--- config.mk ---
export PLATFORM = sky130hd
export DESIGN_NAME = vga_frame_scheduler
export DESIGN_NICKNAME = d
export VERILOG_FILES = /design/src/rtl/vga_frame_scheduler.sv
export SDC_FILE = /design/constraint.sdc
export NUM_CORES = 1
export LEC_CHECK = 0
export ABC_CLOCK_PERIOD_IN_PS = 3400
export CAP_MARGIN = 5
export CORE_MARGIN = 1
export CORE_UTILIZATION = 45
export DETAILED_ROUTE_END_ITERATION = 8
export DONT_BUFFER_PORTS = 1
export HOLD_SLACK_MARGIN = 0.1
export PLACE_DENSITY = 0.67
export RECOVER_POWER = 50
export SYNTH_ARGS = -nofsm -noshare
export SYNTH_HDL_FRONTEND = slang
export SYNTH_SLANG_ARGS = --single-unit
--- constraint.sdc ---
create_clock -name CLOCK_50 -period 3.4 [get_ports CLOCK_50]
set_input_delay 0.68 -clock CLOCK_50 [delete_from_list [all_inputs] [get_ports CLOCK_50]]
set_output_delay 0.68 -clock CLOCK_50 [all_outputs]
set_load 0.01 [all_outputs]
--- src/rtl/vga_frame_scheduler.sv ---
// vga_frame_scheduler: arbitrates screen/note redraw requests and sweeps one full-frame ROM copy per grant
module vga_frame_scheduler #(
  parameter int H_PIX = 160,
  parameter int V_PIX = 120
) (
  input  logic        CLOCK_50,
  input  logic        reset,
  input  logic        scr_valid,
  input  logic [4:0]  scr_rom,
  output logic        scr_ready,
  input  logic        note_valid,
  input  logic [4:0]  note_rom,
  output logic        note_ready,
  output logic [14:0] rom_addr,
  output logic [4:0]  sel_rom,
  output logic [7:0]  x,
  output logic [7:0]  y,
  output logic        writeEn,
  output logic        busy,
  output logic        frame_done
);
  localparam logic [7:0] H_LAST = 8'(H_PIX - 1);
  localparam logic [7:0] V_LAST = 8'(V_PIX - 1);
  typedef enum logic [1:0] {IDLE, SWEEP, FLUSH} state_t;
  state_t state, state_n;
  logic scr_pend, note_pend;
  logic [4:0] scr_sel, note_sel;
  logic [7:0] col, row;
  logic last, grant_scr, grant_note;
  assign scr_ready  = !scr_pend;
  assign note_ready = !note_pend;
  assign busy       = state != IDLE;
  assign last       = col == H_LAST && row == V_LAST;
  assign grant_scr  = state == IDLE && scr_pend;
  assign grant_note = state == IDLE && !scr_pend && note_pend;
  always_comb begin
    state_n = state;
    state_n = state == IDLE  ? ((scr_pend || note_pend) ? SWEEP : IDLE) :
              state == SWEEP ? (last ? FLUSH : SWEEP) : IDLE;
  end
  always_ff @(posedge CLOCK_50) begin
    if (reset) state <= IDLE;
    else       state <= state_n;
  end
  always_ff @(posedge CLOCK_50) begin
    if (reset) begin
      scr_pend   <= 1'b0;
      note_pend  <= 1'b0;
      scr_sel    <= 5'd0;
      note_sel   <= 5'd0;
      sel_rom    <= 5'd2;
      col        <= 8'd0;
      row        <= 8'd0;
      rom_addr   <= 15'd0;
      x          <= 8'd0;
      y          <= 8'd0;
      writeEn    <= 1'b0;
      frame_done <= 1'b0;
    end else begin
      // A full slot ignores valid, so an accepted request can never be overwritten
      scr_pend  <= grant_scr  ? 1'b0 : (scr_pend  | scr_valid);
      note_pend <= grant_note ? 1'b0 : (note_pend | note_valid);
      if (scr_valid && !scr_pend)   scr_sel  <= scr_rom;
      if (note_valid && !note_pend) note_sel <= note_rom;
      writeEn    <= state == SWEEP;
      frame_done <= state == FLUSH;
      if (state == SWEEP) begin
        x <= col;
        y <= row;
      end
      if (grant_scr || grant_note) begin
        sel_rom  <= grant_scr ? scr_sel : note_sel;
        col      <= 8'd0;
        row      <= 8'd0;
        rom_addr <= 15'd0;
      end else if (state == SWEEP && !last) begin
        col      <= col == H_LAST ? 8'd0 : col + 8'd1;
        row      <= col == H_LAST ? row + 8'd1 : row;
        rom_addr <= rom_addr + 15'd1;
      end
    end
  end
endmodule
==> impl_results.md <==
* Final WS setup at 1.204 ns
* Worst skew pair latency at 0.33 ns
* Post-layout min period at 2.196 ns
* Crit-path slowest cell: clkbuf_1
* Final hold vios at 0
* Reg clk slew, reported paths at 0.07 ns
* Clock Path Buffers at 2
* Most frequent cells in the layout: dfxtp_1, a21oi_1, nand2_1, nor2_1, mux2i_1
* Leak at 0.9992 nW
* Wire length per cell at 15.27 um
* Total track usage at 0.1871
* Distinct cells, synth at 41
* H-tree levels at 3
* Commonest non-fill, non-tap cell in the layout: dfxtp_1
* Worst-path maximum fanout at 36
* Relative slew slack at 0.04037
* Layout net count at 349
* Critical path startpoint: state[1]
* Fraction of layout cells with a size suffix above 1 at 0.05655
* Port bufs at 0
* Synth Area in XOR/XNOR at 0.008864
* DRC violations left at 0
* PD cells at 504.5 mW/mm^2
* DRT Pass-1 Iters at 4
* # clock sinks at 68
* Setup TNS at 0 ns
* Cell family with most CP delay: buffers and inverters
* Gr ovfl total at 0
* Final setup violation count at 0
* Routability cong. at 0.8399
* RSZ-0062 raised after global routing: no
* Max-Cap Viols at 0
* Post-synthesis mux area share at 0.05403
* Worst EP arrival at 2.46 ns
* CP Cell Sequence: nand2b_1 > clkbuf_1 > a31o_2 > o21ai_0 > a21oi_1
* Post-cts resize count at 0
* Critical path class: reg -> reg
* Initial antenna violation count at 0
* Worst Path Buf+Inv at 1
* Post-synth EDFFs at 0
* Mapped Avg Cell Area at 8.617 um^2
* R2R depth at 5
* Hold-fix buffers, CTS at 0
* Synth Flop Type: dfxtp_1
* Global-route wire length before repair at 10.56 mm
* FILL cells at 600
* Vias in the first global route at 2216
* Final ANT Viol Nets at 0
* Critical path launch point type: flip-flop
* Die height at 83.16 um
* Worst stage delay on the critical path at 1.04 ns
* Vias/cell at 5.872
* Ys Warns at 0
* Post-Route WL at 6.306 mm
* Synth Register Bits at 68
* Core area at 0.006350 mm^2
* Reg2Reg Setup Slack at 1.20 ns
* CTS tree: yes
* Total Die Area at 0.006916 mm^2
* CP Depth at 5
* Detailed Place HPWL at 4.125 mm
* Required @ worst endpoint at 3.66 ns
* Min-delay worst type: in -> reg
* Register area share after synthesis at 0.4593
* Status: finished, final reports clean
* # IOs at 55
* RR Startpoint: state[1]
* Simple-gate share of the synthesized area at 0.2600
* Critical path destination: col[5]
* Post-synthesis compound-gate area fraction at 0.1591
* Gate Count Post-Synth at 344
* Tcrit/Tclk final at 0.6460
* Crit. End Element: flip-flop
* Num CTS Buffers at 9
* Initial Utilization at 0.4668
* Synth Area in Adders at 0.01266
* Detailed Route Iter0 Violations at 96
* Max Clock Skew at 0.003922 ns
* Sequential cell area at 0.001361 mm^2
* Reg2reg end: col[5]
* Total number of vias at 2425
* Largest family of logic cells by synthesized area: simple AND/OR/NAND/NOR gates
* Multi-input gate area at 0.001461 mm^2
* Synthesis-to-layout area growth at 5.952%
* Largest net degree at the start of global routing at 44
* Syn Nets at 361
* Setup Buffers After CTS at 0
* Mapped cell area at 0.002964 mm^2
* Chip Width at 83.16 um
* Fin. max-slew vios at 0
* Peak Freq at 455.3 MHz
* Dpl ws at 1.330 ns
* Synth async-reset ratio at 0
* # rows at 29
* Worst-margin pin slew at 1.439 ns
* Worst vdd ir at 0.3735 mV
* Clock root buffer: clkbuf_8
* Antenna cell count at 0
## cells in the mapped netlist (all sizes together) (2+ instances only)
| cell | n | area [um^2] |
|---|---|---|
| a21oi | 43 | 215.2 |
| dfxtp | 68 | 1361 |
| buf | 7 | 46.29 |
| a211oi | 5 | 37.54 |
| nand3 | 12 | 60.06 |
| o21ai | 13 | 65.06 |
| or3 | 10 | 62.56 |
| nor2 | 24 | 90.09 |
| nor3 | 3 | 15.01 |
| inv | 6 | 22.52 |
| and2 | 2 | 12.51 |
| nor2b | 4 | 25.02 |
| and4 | 5 | 46.29 |
| nand2 | 41 | 153.9 |
| mux2i | 16 | 160.2 |
| nor3b | 2 | 20.02 |
| and3 | 3 | 18.77 |
| clkbuf | 18 | 67.56 |
| nand4 | 10 | 62.56 |
| nor4 | 2 | 12.51 |
| nand2b | 3 | 18.77 |
| ha | 3 | 37.54 |
| xnor2 | 2 | 17.52 |
| or4 | 15 | 112.6 |
| a31oi | 2 | 12.51 |
| o31ai | 14 | 105.1 |
## flip-flops by register name (all words and copies together), names as in the netlist
name	cells
rom_addr	15
col	8
row	8
x	8
y	8
note_sel	5
scr_sel	5
sel_rom	5
state	2
frame_done	1
note_pend	1
scr_pend	1
writeEn	1
## worst min path at each step
stage / start / to / slack [ns] / cells past startpoint
2_1_floorplan: row[7] / y[7] / 0.45 / 2
3_3_place_gp: scr_sel[1] / scr_sel[1] / 0.47 / 2
3_5_place_dp: scr_sel[3] / scr_sel[3] / 0.48 / 2
4_1_cts: reset / note_pend / 0.39 / 1
5_1_grt: reset / scr_sel[3] / 0.40 / 1
6_report: reset / note_pend / 0.41 / 1
## layout make-up
cell class,count,area share
clock buffer,14,0.05817
clock inverter,1,0.001594
tap,77,0.03068
multi-input combinational,245,0.4653
inverter,6,0.007171
sequential,68,0.4335
timing repair buffer,2,0.003586
## per-stage QoR
| stage | hold WS, ns | util | cell area [um^2] | power [mW] | instances |
|---|---|---|---|---|---|
| 2_1_floorplan | 0.4504 | - | 2964 | 0.9612 | 344 |
| 3_3_place_gp | 0.4722 | 0.4664 | 2962 | 0.9791 | 398 |
| 3_5_place_dp | 0.4826 | 0.4664 | 2962 | 0.9823 | 398 |
| 4_1_cts | 0.3944 | 0.4960 | 3149 | 1.604 | 413 |
| 5_1_grt | 0.3950 | 0.4946 | 3141 | 1.652 | 413 |
| 6_report | 0.4107 | 0.4946 | 3141 | 1.584 | 413 |
## cells by family after synthesis
family / after synthesis
adder cells (fa/ha/maj): 3
AND/OR/NAND/NOR: 142
XOR/XNOR: 3
multiplexers: 16
buffers and inverters: 31
AO/OA/AOI/OAI: 81
flip-flops: 68
## power breakdown
part | switching, mW | internal [mW] | leakage (nW)
combinational | 0.0774 | 0.0371 | 0.349
clock | 0.284 | 0.340 | 0.0986
sequential | 0.0254 | 0.821 | 0.552
total | 0.386 | 1.20 | 0.999
## metal layers
metal,share of wire,track usage,up-vias
li1,-,-,1224
met1,0.47,0.2375,1137
met2,0.45,0.2832,60
met3,0.074,0.07853,4
met4,0.0063,0.06897,0
met5,0,0,-
Power figures use the tool's default switching activity.
